==> config.mk <==
export PLATFORM = sky130hd
export DESIGN_NAME = execute_result_merge
export DESIGN_NICKNAME = d
export VERILOG_FILES = /design/src/rtl/execute_result_merge.sv
export SDC_FILE = /design/constraint.sdc
export NUM_CORES = 2
export LEC_CHECK = 0
export CAP_MARGIN = 20
export CORE_AREA = 2 2 704 706
export DETAILED_ROUTE_END_ITERATION = 16
export DIE_AREA = 0 0 706 708
export GPL_ROUTABILITY_DRIVEN = 0
export PLACE_DENSITY = 0.38
export REMOVE_ABC_BUFFERS = 1
export SYNTH_ARGS = -nofsm -noshare
export SYNTH_HDL_FRONTEND = slang
export SYNTH_SLANG_ARGS = --single-unit
==> constraint.sdc <==
create_clock -name clk -period 3.64 [get_ports clk]
set_clock_uncertainty 0.1 [all_clocks]
set_input_delay 0.364 -clock clk [delete_from_list [all_inputs] [get_ports clk]]
set_output_delay 0.364 -clock clk [all_outputs]
set_load 0.02 [all_outputs]
==> src/rtl/execute_result_merge.sv <==
// execute_result_merge: merges single-cycle and multi-cycle execute results into
// one registered result stream. Multi-cycle ops ride a shadow pipeline of valid
// bits and metadata; a one-entry hold buffer absorbs same-cycle collisions.
module execute_result_merge #(
    parameter int LANES       = 16,
    parameter int LANE_WIDTH  = 32,
    parameter int MC_LATENCY  = 4,
    parameter int STRAND_BITS = 2,
    localparam int NSTRANDS   = 2**STRAND_BITS,
    localparam int RW         = LANES*LANE_WIDTH
) (
    input  logic                   clk,
    input  logic                   reset,
    input  logic                   sc_valid_i,
    output logic                   sc_ready_o,
    input  logic [31:0]            sc_instruction_i,
    input  logic [31:0]            sc_pc_i,
    input  logic [STRAND_BITS-1:0] sc_strand_i,
    input  logic                   sc_has_writeback_i,
    input  logic                   sc_writeback_is_vector_i,
    input  logic [4:0]             sc_writeback_reg_i,
    input  logic [LANES-1:0]       sc_mask_i,
    input  logic [RW-1:0]          sc_result_i,
    input  logic                   mc_issue_i,
    input  logic [31:0]            mc_instruction_i,
    input  logic [31:0]            mc_pc_i,
    input  logic [STRAND_BITS-1:0] mc_strand_i,
    input  logic                   mc_has_writeback_i,
    input  logic [4:0]             mc_writeback_reg_i,
    input  logic                   mc_writeback_is_vector_i,
    input  logic [LANES-1:0]       mc_mask_i,
    input  logic                   mc_is_compare_i,
    input  logic [RW-1:0]          mc_result_i,
    input  logic [NSTRANDS-1:0]    flush_mask_i,
    output logic [MC_LATENCY-2:0]  mc_slot_valid_o,
    output logic                   valid_o,
    output logic [31:0]            instruction_o,
    output logic [31:0]            pc_o,
    output logic [STRAND_BITS-1:0] strand_o,
    output logic                   has_writeback_o,
    output logic [4:0]             writeback_reg_o,
    output logic                   writeback_is_vector_o,
    output logic [LANES-1:0]       mask_o,
    output logic [RW-1:0]          result_o,
    output logic                   sc_overflow_o
);
    localparam int TAIL = MC_LATENCY-1;

    typedef struct packed {
        logic [31:0]            instruction;
        logic [31:0]            pc;
        logic [STRAND_BITS-1:0] strand;
        logic                   has_wb;
        logic [4:0]             wb_reg;
        logic                   wb_vec;
        logic [LANES-1:0]       mask;
    } meta_t;

    typedef struct packed {
        meta_t meta;
        logic  cmp;
    } slot_t;

    logic [TAIL:1] vld_pipe;
    logic [TAIL:1] slot_live;
    slot_t         slot [TAIL:1];
    slot_t         iss_slot;
    meta_t         sc_meta;

    logic          hold_valid;
    meta_t         hold_meta;
    logic [RW-1:0] hold_result;

    logic          tail_v, hold_v, sc_v, iss_v;
    logic          sel_hold, sel_sc, sc_park, sc_drop;
    logic          sel_valid;
    meta_t         sel_meta;
    logic [RW-1:0] sel_result, tail_result;
    logic [LANES-1:0] cmp_bits;

    assign sc_meta  = '{sc_instruction_i, sc_pc_i, sc_strand_i, sc_has_writeback_i,
                        sc_writeback_reg_i, sc_writeback_is_vector_i, sc_mask_i};
    assign iss_slot = '{'{mc_instruction_i, mc_pc_i, mc_strand_i, mc_has_writeback_i,
                          mc_writeback_reg_i, mc_writeback_is_vector_i, mc_mask_i},
                        mc_is_compare_i};

    // A slot survives the edge unless its strand is being flushed.
    for (genvar k = 1; k <= TAIL; k++) begin : g_live
        assign slot_live[k] = vld_pipe[k] & ~flush_mask_i[slot[k].meta.strand];
    end

    // Compare coalescing: bit 0 of each lane becomes one bit of the lane mask.
    for (genvar i = 0; i < LANES; i++) begin : g_cmp
        assign cmp_bits[i] = mc_result_i[i*LANE_WIDTH];
    end
    assign tail_result = slot[TAIL].cmp ? {{(RW-LANES){1'b0}}, cmp_bits} : mc_result_i;

    assign tail_v   = slot_live[TAIL];
    assign hold_v   = hold_valid & ~flush_mask_i[hold_meta.strand];
    assign sc_v     = sc_valid_i & ~flush_mask_i[sc_strand_i];
    assign iss_v    = mc_issue_i & ~flush_mask_i[mc_strand_i];
    assign sel_hold = ~tail_v & hold_v;
    assign sel_sc   = ~tail_v & ~hold_v & sc_v;
    // Losing sc input parks in hold if hold is free after this edge, else it is lost.
    assign sc_park  = sc_v & ~sel_sc & (~hold_v | sel_hold);
    assign sc_drop  = sc_v & ~sel_sc & hold_v & ~sel_hold;

    assign sc_ready_o      = ~hold_valid;
    assign mc_slot_valid_o = vld_pipe;

    // Fixed-priority select: tail, then hold, then fresh sc input.
    always_comb begin
        sel_valid  = 1'b0;
        sel_meta   = '0;
        sel_result = '0;
        if (tail_v) begin
            sel_valid  = 1'b1;
            sel_meta   = slot[TAIL].meta;
            sel_result = tail_result;
        end else if (hold_v) begin
            sel_valid  = 1'b1;
            sel_meta   = hold_meta;
            sel_result = hold_result;
        end else if (sc_v) begin
            sel_valid  = 1'b1;
            sel_meta   = sc_meta;
            sel_result = sc_result_i;
        end
    end

    // Shadow pipeline: valid bits shift with metadata, dead slots carry zeros.
    always_ff @(posedge clk) begin
        if (reset) begin
            vld_pipe <= '0;
            for (int k = 1; k <= TAIL; k++) slot[k] <= '0;
        end else begin
            vld_pipe[1] <= iss_v;
            slot[1]     <= iss_v ? iss_slot : '0;
            for (int k = 2; k <= TAIL; k++) begin
                vld_pipe[k] <= slot_live[k-1];
                slot[k]     <= slot_live[k-1] ? slot[k-1] : '0;
            end
        end
    end

    // Hold buffer: refill beats drain, drain or flush empties it.
    always_ff @(posedge clk) begin
        if (reset) begin
            hold_valid  <= 1'b0;
            hold_meta   <= '0;
            hold_result <= '0;
        end else if (sc_park) begin
            hold_valid  <= 1'b1;
            hold_meta   <= sc_meta;
            hold_result <= sc_result_i;
        end else if (sel_hold || !hold_v) begin
            hold_valid  <= 1'b0;
            hold_meta   <= '0;
            hold_result <= '0;
        end
    end

    // Output register carries the winner, or all zeros when nothing won.
    always_ff @(posedge clk) begin
        if (reset) begin
            valid_o               <= 1'b0;
            instruction_o         <= '0;
            pc_o                  <= '0;
            strand_o              <= '0;
            has_writeback_o       <= 1'b0;
            writeback_reg_o       <= '0;
            writeback_is_vector_o <= 1'b0;
            mask_o                <= '0;
            result_o              <= '0;
            sc_overflow_o         <= 1'b0;
        end else begin
            valid_o               <= sel_valid;
            instruction_o         <= sel_meta.instruction;
            pc_o                  <= sel_meta.pc;
            strand_o              <= sel_meta.strand;
            has_writeback_o       <= sel_meta.has_wb;
            writeback_reg_o       <= sel_meta.wb_reg;
            writeback_is_vector_o <= sel_meta.wb_vec;
            mask_o                <= sel_meta.mask;
            result_o              <= sel_result;
            sc_overflow_o         <= sc_drop;
        end
    end
endmodule

# After elaboration in Yosys (flattened, before gate mapping)
# Memories as Yosys holds them, arrays and structs flattened.
# Cells that the tools add are included.
# op_classes
n_lt_le_gt_ge	6
mux	37
n_bitwise	28
n_reduce_logical	3
# op_table
operator	count
512-bit two-way mux	6
90-bit two-way mux	6
89-bit two-way mux	5
2-bit by 3-bit less-than comparator with 1-bit output, second input constant	6
1-bit two-way mux	14
1-bit AND	13
1-bit binary-select mux with 2-bit select	6
1-bit NOT	11
1-bit bitwise OR	4
2-bit nonzero test	1
1-bit zero test	1
1-bit logical OR	1
# totals
ff_bits	1208
ramBits	270
inputBits	1211
output_inout_bits	607
elab_cells	95
n_memories	1
# memory_table
memory	words	width	rd	rd_clocked_by_memory_dff	write_ports	line	source
slot	3	90	3	0	3	66	slot_t slot [TAIL:1];

# Longest topological paths before layout
# depth
depth_word	11
depth_mapped	8
depth_no_buf	4

# Least setup slack after synthesis
# No wires, ideal clock.
# synth_path
path_kind	register to register
startpoint	register hold_meta[23] in the netlist's numbering
endpoint	register hold_result[124]
setup_time_ns	0.061
arrival_ns	1.908
required_time_ns	3.479
slack_ns	1.571
path_stages_with_launch	7
n_path_buf	2
synth_period_minus_slack_ns	2.069
path_cell_list	dfxtp_1 > mux2_2 > o2bb2ai_4 > xnor2_2 > clkbuf_1 > clkbuf_1 > a32o_1
# synth_between
elab_chain_len	11
elab_cells_between_ends	16
classes_between	3 x mux; 10 x bitwise; 3 x reduce/logical
# synth_rtl
item	line	source
start, declared	71	meta_t hold_meta;
start signal, assigned	154	hold_meta <= sc_meta;
1-bit binary-select mux with 2-bit select *	99	assign hold_v = hold_valid & ~flush_mask_i[hold_meta.strand];
1-bit two-way mux (not written as such) *	99	
1-bit NOT *	99	
1-bit AND *	99	
1-bit NOT	103, 105	
1-bit AND (2 in a row)	103	assign sel_sc = ~tail_v & ~hold_v & sc_v;
1-bit NOT	105	assign sc_park = sc_v & ~sel_sc & (~hold_v | sel_hold);
1-bit AND (2 in a row)	105	
512-bit two-way mux / 2-bit nonzero test (equally long branches)	n/a	
end signal, assigned	155	hold_result <= sc_result_i;
end, declared	72	logic [RW-1:0] hold_result;
# Mark *: on every way between the ends. The rest lies on a longest branch, timed or not. The select of a mux whose other input is x is not followed.
# A chain may end at the register's enable or synchronous reset.

==> impl_metrics.yaml <==
die:
  num_rows: 258
  die_height_um: 708
  start_util_pct: 11.6
  die_w_um: 706
  io_pins: 1818
  fp.coreArea_mm2: 0.492
  dieArea_mm2: 0.500
sta:
  worst_pin_slew_ps: 853
  period_share_pct: 88.7
  drv_slew: 0
  finalCriticalPeriod_ps: 3230
  fin_hold_ws_ps: 92.1
  setup_viol: 0
  setup_tns_ps: 0
  hold_violations: 0
  grt_setup_unrepaired: "false"
  relSlewSlack_pct: 43.0
  fmax_ghz: 0.310
logic_synthesis:
  synth.area.top_cells: "dfxtp_1, and3_1, a32o_1, a311o_1, nor2b_1"
  netlist_top_cells_count: "dfxtp_1, and3_1, a32o_1"
  synth_top_area_share_pct: 51.7
  syn_inst: 5502
  ys_async_sr_fraction_pct: 0
  synth-warning-count: 0
  ys_types: 38
  ys_ff_latch: 1478
  synth_edf_count: 0
  synth.most_common_cell: "dfxtp_1"
  ys_seq_area_share_pct: 51.7
  ys.flop_type: "dfxtp_1"
  syn_avg_cell_area_um2: 10.4
  yosys.area.top_type: "dfxtp_1"
  syn_area_mm2: 0.0572
finish:
  nFillCells: 53954
  syn2layout_area_growth_pct: 67.8
  drive_gt1_share_pct: 7.62
  fin_nets: 8861
  final_cell_count_no_fill: 14425
  utilization_pct: 19.5
pwr:
  p_leak_uw: 0.0368
  peakVddDrop_mv: 0.431
  power.density_mw_per_mm2: 419
setup_path:
  required_ps: 4350
  critical_path.startpoint_type: "flop"
  cp.arrival_ps: 3940
  end_kind: "flop"
  cp_max_fo: 33
  worstSetupPathType: "flop to flop"
  cp_slowest_cell: "a22oi_2"
  r2r-end: "result_o[242]$_SDFF_PP0_"
  r2r-start: "slot[0][294]$_SDFF_PP0_"
  rrSetupSlack_ps: 410
  path_common_cell: "buf_4"
  crit_path_max_incr_delay_ps: 570
  path_cells: "mux2i_1 > a22oi_2 > buf_4 > buf_12 > buf_4 > and3_1 > a311o_1 > dlygate4sd3_1"
  reg2reg_depth: 8
global_route:
  antenna_found_initial: 335
  grt_pass1_wl_um: 542000
  grt_start_max_net_pins: 150
  track_usage_pct: 15.6
  grt_pass1_vias: 58444
  gr-total-overflow: 0
worst_hold_path:
  hold_class: "input port to flop"
  hold_depth: 2
  min_from: "sc_result_i[471]"
  worst_hold_path.endpoint: "result_o[471]$_SDFF_PP0_"
route:
  routed-via-count: 58889
  wl_met2_um: 191000
  route.detailed.drc: 0
  drtAntennaViolNets: 0
  wl_per_cell_um: 28.7
  drt-pass1-iter-count: 7
  drtIter0Drc: 4899
  finalWirelength_um: 413000
  route.layer.met1.wl_um: 169000
  wl_met3_um: 36300
  viasPerCell: 4.08
  highest_layer: "met5"
cts:
  post_cts_buffers: 0
  cts_tree: "done"
  numClockSinks: 1478
  h-tree-depth: 4
  clock_latency_ps: 890
  cts_max_path_buffers: 4
  cts-buffers-inserted: 191
  cts-root-buf: "clkbuf_16"
  clk_pin_slew_ps: 60
place:
  hpwl_um: 325000
  io_buffers: 1817
  placedCellCount: 13394
run_status:
  outcome: "completed"
run:
  drv_cap: 0
-- power breakdown --
| part | internal (uW) | total (uW) | switching, uW |
|---|---|---|---|
| sequential | 16500 | 16600 | 124 |
| clock | 11100 | 19200 | 8110 |
| combinational | 2260 | 4400 | 2140 |
| total | 29800 | 40200 | 10400 |
-- layout by cell type (no fill, tap or decap), types with 6 or more instances in the layout --
| cell type | Yosys | routed |
|---|---|---|
| nand4_1 | 100 | 100 |
| a21oi_1 | 6 | 6 |
| clkbuf_16 | 0 | 192 |
| nor2b_1 | 498 | 498 |
| a31oi_1 | 100 | 100 |
| a32o_1 | 601 | 601 |
| dlygate4sd3_1 | 0 | 563 |
| mux2_2 | 21 | 21 |
| and3_1 | 992 | 992 |
| buf_12 | 0 | 79 |
| nand2_1 | 105 | 105 |
| clkinv_2 | 0 | 31 |
| nand3_1 | 100 | 100 |
| a311o_1 | 495 | 495 |
| diode_2 | 0 | 125 |
| clkbuf_8 | 0 | 41 |
| dfxtp_1 | 1478 | 1478 |
| and2_1 | 271 | 271 |
| clkbuf_1 | 504 | 51 |
| clkinvlp_4 | 0 | 7 |
| buf_4 | 2 | 186 |
| bufinv_16 | 0 | 7 |
| clkdlybuf4s50_1 | 0 | 1816 |
| mux2i_1 | 6 | 6 |
-- stage by stage --
stage / setup WS [ps] / power [uW] / cell area (um2)
2_1_floorplan: -67330 / 17800 / 54400
3_5_place_dp: 173 / 20600 / 83800
5_1_grt: 269 / 41600 / 95800
4_1_cts: 403 / 40800 / 95600
3_3_place_gp: 186 / 20600 / 83800
6_report: 410 / 40200 / 95900
-- worst max-delay path by stage --
stage | from | cells past startpoint | slack (ps) | to
5_1_grt | slot[0][294]$_SDFF_PP0_ | 8 | 270 | result_o[242]$_SDFF_PP0_
2_1_floorplan | mc_slot_valid_o[2]$_SDFF_PP0_ | 4 | -67330 | hold_result[100]$_SDFFE_PP0P_
3_3_place_gp | sc_strand_i[0] | 7 | 190 | result_o[246]$_SDFF_PP0_
6_report | slot[0][294]$_SDFF_PP0_ | 8 | 410 | result_o[242]$_SDFF_PP0_
3_5_place_dp | sc_strand_i[0] | 7 | 170 | result_o[373]$_SDFF_PP0_
4_1_cts | slot[0][294]$_SDFF_PP0_ | 8 | 400 | result_o[242]$_SDFF_PP0_
-- final cells by class --
type	count	area [um2]	area share [%]
clock buffers	284	5560	5.80
inverters	1	3.75	0.00391
flip-flops and latches	1478	29600	30.8
diodes	125	313	0.326
clock inverters	59	661	0.689
well taps	6500	8130	8.48
multi-input cells	3333	24900	25.9
repair buffers	2645	26800	27.9
-- critical path, delay by kind of cell, from the launching register on --
kind                   cells  cell delay (ps)
AOI/OAI and AO/OA          2              680
buffers and inverters      4             1480
DFF                        1              420
muxes                      1              180
and+or+nand+nor            1              240
-- flip-flops by register name (all words and copies together) (netlist names), 2 cells and up --
| name | cells |
|---|---|
| hold_result | 512 |
| writeback_reg_o | 5 |
| instruction_o | 32 |
| mc_slot_valid_o | 3 |
| strand_o | 2 |
| slot | 270 |
| hold_meta | 89 |
| mask_o | 16 |
| pc_o | 32 |
| result_o | 512 |
-- per-layer routing --
layer | vias up | track usage, %
met5 | - | 0
met4 | 142 | 5.20
met3 | 817 | 5.20
met2 | 3003 | 25.7
met1 | 29527 | 19.1
li1 | 25400 | -
-- kinds of logic (layout without fill, tap and decap cells) --
logic type	after synthesis	after routing	synth area share, %
muxes	27	27	0.519
xor gates and xnor gates	1	1	0.0285
and+or+nand+nor	2086	2086	22.2
buffers and inverters	691	2989	4.91
other	0	125	0
AOI/OAI and AO/OA	1219	1219	20.6
DFF	1478	1478	51.7
-- repair_timing --
action | 4_1_cts | 5_1_grt
resized for setup | 0 | 0
hold endpoints to repair | 767 | 0
hold buffers | 563 | 0
setup endpoints to repair | 0 | 0
Power figures use the tool's default switching activity.
